`src/rtl/axi_burst_rd_pkg.sv`:
```
// Shared types, constants and burst-sizing helper for the AXI burst read streamer.
package axi_burst_rd_pkg;

  localparam int unsigned PageBits  = 12;
  localparam int unsigned PageBytes = 1 << PageBits;
  localparam logic [1:0]  BurstIncr = 2'b01;

  // Default AXI4 channel widths used by the default req_t/rsp_t types.
  localparam int unsigned AxiAddrW = 32;
  localparam int unsigned AxiDataW = 64;
  localparam int unsigned AxiIdW   = 4;
  localparam int unsigned AxiUserW = 1;

  typedef enum logic [1:0] {
    StIdle,
    StIssue,
    StDrain
  } state_e;

  typedef struct packed {
    logic [AxiIdW-1:0]   id;
    logic [AxiAddrW-1:0] addr;
    logic [7:0]          len;
    logic [2:0]          size;
    logic [1:0]          burst;
    logic                lock;
    logic [3:0]          cache;
    logic [2:0]          prot;
    logic [3:0]          qos;
    logic [3:0]          region;
    logic [AxiUserW-1:0] user;
  } axi_ax_chan_t;

  typedef struct packed {
    logic [AxiDataW-1:0]   data;
    logic [AxiDataW/8-1:0] strb;
    logic                  last;
    logic [AxiUserW-1:0]   user;
  } axi_w_chan_t;

  typedef struct packed {
    logic [AxiIdW-1:0]   id;
    logic [1:0]          resp;
    logic [AxiUserW-1:0] user;
  } axi_b_chan_t;

  typedef struct packed {
    logic [AxiIdW-1:0]   id;
    logic [AxiDataW-1:0] data;
    logic [1:0]          resp;
    logic                last;
    logic [AxiUserW-1:0] user;
  } axi_r_chan_t;

  typedef struct packed {
    axi_ax_chan_t aw;
    logic         aw_valid;
    axi_w_chan_t  w;
    logic         w_valid;
    logic         b_ready;
    axi_ax_chan_t ar;
    logic         ar_valid;
    logic         r_ready;
  } axi_req_t;

  typedef struct packed {
    logic        aw_ready;
    logic        ar_ready;
    logic        w_ready;
    logic        b_valid;
    axi_b_chan_t b;
    logic        r_valid;
    axi_r_chan_t r;
  } axi_rsp_t;

  // Beats in the next burst: limited by remaining beats, max burst length
  // and the distance to the next 4 KiB page boundary.
  function automatic int unsigned calc_burst_beats(
    input logic [PageBits-1:0] addr,
    input int unsigned         rem,
    input int unsigned         max_len,
    input int unsigned         strb_width
  );
    int unsigned n;
    int unsigned page_beats;
    page_beats = (PageBytes - 32'(addr)) / strb_width;
    n = rem;
    if (n > max_len)    n = max_len;
    if (n > page_beats) n = page_beats;
    return n;
  endfunction

endpackage

```
`src/rtl/axi_burst_rd_streamer_fifo.sv`:
```
// Small synchronous FIFO holding per-burst beat counts for the R-last check.
module axi_burst_rd_streamer_fifo #(
  parameter int unsigned Depth = 4,
  parameter int unsigned Width = 9
) (
  input  logic             clk_i,
  input  logic             rst_i,
  input  logic             push_i,
  input  logic [Width-1:0] data_i,
  input  logic             pop_i,
  output logic [Width-1:0] data_o,
  output logic             empty_o,
  output logic             full_o
);

  localparam int unsigned PtrW = (Depth > 1) ? $clog2(Depth) : 1;
  localparam int unsigned CntW = $clog2(Depth + 1);

  logic [Width-1:0] mem_q [Depth];
  logic [PtrW-1:0]  wr_ptr_q, rd_ptr_q;
  logic [CntW-1:0]  cnt_q;
  logic             push_ok, pop_ok;

  assign empty_o = (cnt_q == '0);
  assign full_o  = (32'(cnt_q) == Depth);
  assign push_ok = push_i && !full_o;
  assign pop_ok  = pop_i && !empty_o;
  assign data_o  = mem_q[rd_ptr_q];

  // Storage write, no reset needed on the data array.
  always_ff @(posedge clk_i) begin
    if (push_ok) mem_q[wr_ptr_q] <= data_i;
  end

  // Pointer and occupancy bookkeeping.
  always_ff @(posedge clk_i) begin
    if (rst_i) begin
      wr_ptr_q <= '0;
      rd_ptr_q <= '0;
      cnt_q    <= '0;
    end else begin
      if (push_ok) wr_ptr_q <= (32'(wr_ptr_q) == Depth - 1) ? '0 : wr_ptr_q + 1'b1;
      if (pop_ok)  rd_ptr_q <= (32'(rd_ptr_q) == Depth - 1) ? '0 : rd_ptr_q + 1'b1;
      cnt_q <= cnt_q + CntW'(push_ok) - CntW'(pop_ok);
    end
  end

endmodule

```
`src/rtl/axi_burst_rd_streamer.sv`:
```
// AXI4 read master: splits a linear read command into INCR bursts and streams R data.
module axi_burst_rd_streamer
  import axi_burst_rd_pkg::*;
#(
  parameter int unsigned AddrWidth   = 32,
  parameter int unsigned DataWidth   = 64,
  parameter int unsigned IdWidth     = 4,
  parameter int unsigned UserWidth   = 1,
  parameter int unsigned ArId        = 0,
  parameter int unsigned MaxBurstLen = 16,
  parameter int unsigned MaxTxns     = 4,
  parameter int unsigned CntWidth    = 16,
  parameter type         req_t       = axi_req_t,
  parameter type         rsp_t       = axi_rsp_t
) (
  input  logic                 clk_i,
  input  logic                 rst_i,
  input  logic                 cmd_valid_i,
  output logic                 cmd_ready_o,
  input  logic [AddrWidth-1:0] cmd_addr_i,
  input  logic [CntWidth-1:0]  cmd_beats_i,
  output logic                 out_valid_o,
  input  logic                 out_ready_i,
  output logic [DataWidth-1:0] out_data_o,
  output logic                 out_last_o,
  output logic                 out_err_o,
  output logic                 busy_o,
  output req_t                 axi_req_o,
  input  rsp_t                 axi_rsp_i
);

  localparam int unsigned StrbWidth = DataWidth / 8;
  localparam int unsigned SizeLog   = $clog2(StrbWidth);
  localparam int unsigned OutW      = $clog2(MaxTxns + 1);

  state_e               state_q;
  logic                 cmd_ready_q, ar_valid_q;
  logic [AddrWidth-1:0] next_addr_q, addr_nxt;
  logic [7:0]           ar_len_q;
  logic [CntWidth-1:0]  issue_rem_q, recv_rem_q, rem_nxt;
  logic [OutW-1:0]      outst_q, outst_nxt;
  logic [8:0]           cur_beats, burst_nxt, burst_cmd;
  logic                 ar_hs, r_hs, r_last_hs;
  logic [8:0]           fifo_head, beat_cnt_q;
  logic                 fifo_empty, fifo_full;
  logic                 unused_rsp;

  // Handshakes and the address/remaining-count state after this cycle's AR.
  always_comb begin
    cur_beats = {1'b0, ar_len_q} + 9'd1;
    ar_hs     = ar_valid_q && axi_rsp_i.ar_ready;
    r_hs      = axi_rsp_i.r_valid && out_ready_i;
    r_last_hs = r_hs && axi_rsp_i.r.last;
    addr_nxt  = next_addr_q;
    rem_nxt   = issue_rem_q;
    if (ar_hs) begin
      addr_nxt = next_addr_q + (AddrWidth'(cur_beats) << SizeLog);
      rem_nxt  = issue_rem_q - CntWidth'(cur_beats);
    end
    outst_nxt = outst_q + OutW'(ar_hs) - OutW'(r_last_hs);
    burst_nxt = 9'(calc_burst_beats(addr_nxt[PageBits-1:0], 32'(rem_nxt),
                                    MaxBurstLen, StrbWidth));
    burst_cmd = 9'(calc_burst_beats(cmd_addr_i[PageBits-1:0], 32'(cmd_beats_i),
                                    MaxBurstLen, StrbWidth));
  end

  // AXI request: AR from registers, R ready straight from the consumer, rest tied off.
  always_comb begin
    axi_req_o          = '0;
    axi_req_o.ar_valid = ar_valid_q;
    axi_req_o.ar.addr  = next_addr_q;
    axi_req_o.ar.len   = ar_len_q;
    axi_req_o.ar.size  = 3'(SizeLog);
    axi_req_o.ar.burst = BurstIncr;
    axi_req_o.ar.id    = IdWidth'(ArId);
    axi_req_o.r_ready  = out_ready_i;
  end

  assign cmd_ready_o = cmd_ready_q;
  assign out_valid_o = axi_rsp_i.r_valid;
  assign out_data_o  = axi_rsp_i.r.data;
  assign out_err_o   = axi_rsp_i.r.resp[1];
  assign out_last_o  = axi_rsp_i.r_valid && (recv_rem_q == CntWidth'(1));
  assign busy_o      = (state_q != StIdle);
  assign unused_rsp  = ^axi_rsp_i;

  // Command FSM with registered AR; the next burst is preloaded on the
  // AR handshake edge so back-to-back bursts need no idle cycle.
  always_ff @(posedge clk_i) begin
    if (rst_i) begin
      state_q     <= StIdle;
      cmd_ready_q <= 1'b1;
      ar_valid_q  <= 1'b0;
      next_addr_q <= '0;
      ar_len_q    <= '0;
      issue_rem_q <= '0;
      recv_rem_q  <= '0;
      outst_q     <= '0;
    end else begin
      outst_q <= outst_nxt;
      if (r_hs) recv_rem_q <= recv_rem_q - CntWidth'(1);
      unique case (state_q)
        StIdle: begin
          if (cmd_valid_i && cmd_ready_q) begin
            next_addr_q <= cmd_addr_i;
            issue_rem_q <= cmd_beats_i;
            recv_rem_q  <= cmd_beats_i;
            ar_valid_q  <= (cmd_beats_i != '0);
            ar_len_q    <= 8'(burst_cmd - 9'd1);
            cmd_ready_q <= 1'b0;
            state_q     <= StIssue;
          end
        end
        StIssue: begin
          next_addr_q <= addr_nxt;
          issue_rem_q <= rem_nxt;
          if (rem_nxt == '0) begin
            ar_valid_q <= 1'b0;
            state_q    <= StDrain;
          end else if (!ar_valid_q || ar_hs) begin
            ar_valid_q <= (32'(outst_nxt) < MaxTxns);
            ar_len_q   <= 8'(burst_nxt - 9'd1);
          end
        end
        StDrain: begin
          if (recv_rem_q == '0 && outst_q == '0) begin
            state_q     <= StIdle;
            cmd_ready_q <= 1'b1;
          end
        end
        default: state_q <= StIdle;
      endcase
    end
  end

  axi_burst_rd_streamer_fifo #(
    .Depth (MaxTxns),
    .Width (9)
  ) i_len_fifo (
    .clk_i   (clk_i),
    .rst_i   (rst_i),
    .push_i  (ar_hs),
    .data_i  (cur_beats),
    .pop_i   (r_last_hs),
    .data_o  (fifo_head),
    .empty_o (fifo_empty),
    .full_o  (fifo_full)
  );

  // Beat position within the burst currently returning on R.
  always_ff @(posedge clk_i) begin
    if (rst_i) begin
      beat_cnt_q <= '0;
    end else if (r_hs) begin
      beat_cnt_q <= axi_rsp_i.r.last ? '0 : beat_cnt_q + 9'd1;
    end
  end

  a_r_id: assert property (@(posedge clk_i) disable iff (rst_i)
    r_hs |-> axi_rsp_i.r.id == IdWidth'(ArId));
  a_r_expected: assert property (@(posedge clk_i) disable iff (rst_i)
    r_hs |-> !fifo_empty);
  a_r_last: assert property (@(posedge clk_i) disable iff (rst_i)
    r_hs |-> (axi_rsp_i.r.last == (beat_cnt_q + 9'd1 == fifo_head)));
  a_ar_room: assert property (@(posedge clk_i) disable iff (rst_i)
    ar_hs |-> !fifo_full);
  a_cmd_ok: assert property (@(posedge clk_i) disable iff (rst_i)
    (cmd_valid_i && cmd_ready_o) |->
      (cmd_beats_i != '0) && ((cmd_addr_i % AddrWidth'(StrbWidth)) == '0));

endmodule

```
`config.mk`:
```
export PLATFORM = sky130hd
export DESIGN_NAME = axi_burst_rd_streamer
export DESIGN_NICKNAME = d
export VERILOG_FILES = /design/src/rtl/axi_burst_rd_pkg.sv /design/src/rtl/axi_burst_rd_streamer_fifo.sv /design/src/rtl/axi_burst_rd_streamer.sv
export SDC_FILE = /design/constraint.sdc
export NUM_CORES = 1
export LEC_CHECK = 0
export ABC_AREA = 1
export CAP_MARGIN = 20
export CORE_AREA = 2 2 164 166
export CTS_CLUSTER_SIZE = 30
export DETAILED_ROUTE_END_ITERATION = 6
export DIE_AREA = 0 0 166 168
export PLACE_DENSITY = 0.68
export SLEW_MARGIN = 10
export SYNTH_ARGS = -nofsm -noshare
export SYNTH_HDL_FRONTEND = slang
export SYNTH_SLANG_ARGS = --single-unit
export TNS_END_PERCENT = 100
```
`constraint.sdc`:
```
create_clock -name clk_i -period 5.66 [get_ports clk_i]
set_input_delay 1.132 -clock clk_i [delete_from_list [all_inputs] [get_ports clk_i]]
set_output_delay 1.132 -clock clk_i [all_outputs]
set_load 0.01 [all_outputs]
```
==> results.txt <==
Top routing layer in use = met4
GP Congestion = 0.922
Hold Path Depth = 2
Antenna Nets Post-Route = 0
1st-pass router iterations = 7
Number of nets in the layout = 1556
Total internal power = 1.57 mW
Worst setup EP type = register
Core Footprint = 0.0264 sq mm
Die W = 166 um
Clk sink count = 79
Combinational power share = 0.547
Overflow after GRT = 0
Diodes inserted = 0
Unique masters post-synth = 55
VDD IR max = 188 uV
Final min period = 5.18 ns
Met3 wire len = 1830 um
Clock Skews = 0.0115 ns
Worst-path clk slew = 0.07 ns
Max-cap violations = 0
FILL cells = 2863
Sequential-to-total area share from yosys stat = 0.182
Leakage = 4.52 nW
#FFs+latches synth = 79
PnR worst setup slack = 0.482 ns
Seq. cell area = 0.00158 sq mm
Setup TNS Final = 0 ns
Area share of fa/ha/maj cells after synthesis = 0.0702
Most frequent cell on the critical path = nand2_1
Syn Area/Cell = 6.47 sq um
# rows = 60
WL final = 23700 um
Vias per cell = 4.68
First-pass GRT wire length = 37300 um
Reg2reg path depth = 32
H-tree Lvls = 3
Post-Synth Simple-Gate Area = 0.283
P&R area growth vs syn = 5.78%
Detailed Place HPWL = 18700 um
Footprint of the multi-input gates = 0.00523 sq mm
Max-slew headroom = 0.420
DRC Markers = 0
Sw power = 1.40 mW
Sw Share = 0.472
Hold_buf cts = 0
Post-Syn Instances = 1344
Worst-Skew Late Latency = 0.35 ns
Num CTS Buffers = 9
Max-slew violation count = 0
WHS Endpoint = next_addr_q[2]$_SDFFE_PP0P_
Initial antenna violation count = 0
Die Y = 168 um
Vias in the first global route = 7194
Number of port buffers = 100
Worst r2r src = ar_len_q[0]$_SDFFE_PP0P_
Synthesized area = 0.00870 sq mm
Post-Route M1 WL = 10400 um
Worst slack, placed = 0.331 ns
Initial Util = 0.330
RSZ-0062 raised after global routing = no
Multiplexer share of the synthesized area = 0
Final hold violations = 0
Clk buf depth = 2
Met2 wire length = 10400 um
Root buf cell = clkbuf_16
Syn. warnings = 0
Ys flop type = dfxtp_1
GRT Total Usage = 0.164
Pwr dens = 323 mW/mm^2
CP max FO = 7
Tightest Hold Check Type = reg2reg
Tcrit/Tclk final = 0.915
Share of layout cells above drive strength 1 = 0.0603
Area share of the largest cell type after synthesis = 0.207
Via count = 8048
Final Core Density = 0.349
Synth Area in Compound Gates = 0.147
DR WL/cell = 13.8 um
CP required = 5.94 ns
Largest family of logic cells by synthesized area = buffers and inverters
Final setup viols = 0
R2r setup slk = 0.48 ns
Synth area leaders = buf_4, dfxtp_1, nand2_1, inv_1, ha_1
Async S/R FF share, synth = 0
Outcome = complete, no violations
Clock share of power = 0.182
CP startpoint kind = register
Post-synth EDFFs = 0
CP Class = reg2reg
Crit path largest cell delay = 0.46 ns
Reg power frac = 0.270
Drt initial violations = 439
R2R Path End = ar_len_q[4]$_SDFFE_PP0P_
CP arrival = 5.46 ns
Post-synth top area cell = buf_4
HP Start = next_addr_q[2]$_SDFFE_PP0P_
Largest net degree at the start of global routing = 50
Slowest CP cell = dfxtp_1
TritonCTS clock tree = built
Xor/xnor share of the synthesized area = 0.0232
Die area = 0.0279 sq mm
Worst Max-Slew Pin Slew = 0.869 ns
I/O pins = 416
Fmax = 193 MHz
==> area by class of cell <==
cell class                 instances  share of cell area
timing repair buffer             109               0.116
sequential                        79               0.172
tap                              341              0.0464
clock buffer                      12              0.0268
inverter                         169              0.0689
clock inverter                     3             0.00218
multi-input combinational       1005               0.568
==> Yosys cell counts (2+ instances only) <==
cell type    n
nor3_2       2
ha_1        44
a221oi_1     5
nand4_1     24
xor2_1      17
nand2_1    241
nand2_2     11
o21bai_1     4
o2111ai_1    4
o21ai_0     67
nand3_1     75
or2_2       10
and2_1       2
a21boi_0     2
inv_2        2
nor4_1       8
clkbuf_1    23
xnor2_1      6
nand3b_1     5
buf_4      240
a211o_1      2
nor2_1     109
a211oi_1    10
nor2_2       8
inv_1      167
a21oi_2      2
nor2_4       6
nand3_2      6
fa_1         3
conb_1       2
a31oi_1      7
a311oi_1     2
a21oi_1     83
o21ai_2      5
dfxtp_1     79
nand2_4      2
buf_6        3
o211ai_1    12
nor3_1      23
o21ai_1      6
==> registers in the layout (all words and copies together) (netlist names) <==
name,count
ar_valid_q,1
outst_q,3
next_addr_q,32
cmd_ready_o,1
issue_rem_q,16
recv_rem_q,16
state_q,2
ar_len_q,8
==> worst max-delay path, delay by kind of cell, from the launching register on <==
kind            cells  cell delay [ns]
simple gates       18             2.21
fa+ha+maj           4             1.23
compound gates      6             0.85
flops               1             0.46
buf+inv             4             0.35
==> cell usage in the layout, fill, tap and decap left out, types with 7 or more instances in the layout <==
cell               n
ha_1              44
nand3_1           75
nor4_1             8
a21oi_1           83
xor2_1            16
nand2_1          241
nor3_1            23
o21ai_0           67
o211ai_1          12
nand2_2           11
nand4_1           24
a31oi_1            7
inv_1            165
a211oi_1          10
or2_2             10
buf_4              9
nor2_1           109
dfxtp_1           79
clkbuf_16          9
clkdlybuf4s50_1  100
nor2_2             8
conb_1           179
==> repair_timing <==
| item | in CTS | in global routing |
|---|---|---|
| gates resized for setup | 0 | 2 |
| endpoints found under the hold margin | 0 | 0 |
| buffers inserted | 0 | 0 |
| setup endpoints to repair | 0 | 2 |
==> per-stage QoR <==
stage          hold slack (ns)  std cells  total power [mW]  instance area, sq um
2_1_floorplan            0.458       1521              2.07                  9370
3_3_place_gp             0.455       1703              2.38                  8930
3_5_place_dp             0.462       1703              2.41                  8930
4_1_cts                  0.474       1718              2.97                  9200
5_1_grt                  0.518       1718              3.22                  9200
6_report                 0.480       1718              2.98                  9200
==> per-layer routing <==
layer,vias to the layer above,track usage
li1,4014,-
met1,3613,0.211
met2,342,0.261
met3,79,0.0357
met4,0,0.0783
met5,-,0
==> logic make-up after synthesis <==
group / count (synthesis)
buf+inv: 437
fa+ha+maj: 47
simple gates: 537
other cells: 2
compound gates: 219
flops: 79
xor+xnor: 23
==> power by group through the flow <==
stage                     Combinational (mW)  Clock, mW  Sequential (mW)
after detailed placement                1.60          0            0.813
after global placement                  1.57          0            0.810
after global routing                    1.83      0.568            0.823
after floorplan                         1.27          0            0.795
after CTS                               1.61      0.556            0.803
final                                   1.63      0.543            0.805
==> worst max path at each step <==
stage	cells past startpoint	endpoint	start
2_1_floorplan	34	ar_len_q[4]$_SDFFE_PP0P_	ar_len_q[0]$_SDFFE_PP0P_
3_3_place_gp	29	ar_len_q[4]$_SDFFE_PP0P_	axi_rsp_i[82]
3_5_place_dp	29	ar_len_q[4]$_SDFFE_PP0P_	axi_rsp_i[82]
5_1_grt	35	ar_len_q[4]$_SDFFE_PP0P_	ar_len_q[0]$_SDFFE_PP0P_
6_report	32	ar_len_q[4]$_SDFFE_PP0P_	ar_len_q[0]$_SDFFE_PP0P_
4_1_cts	34	ar_len_q[4]$_SDFFE_PP0P_	ar_len_q[0]$_SDFFE_PP0P_
No activity file was read; power rests on OpenSTA's default activity.
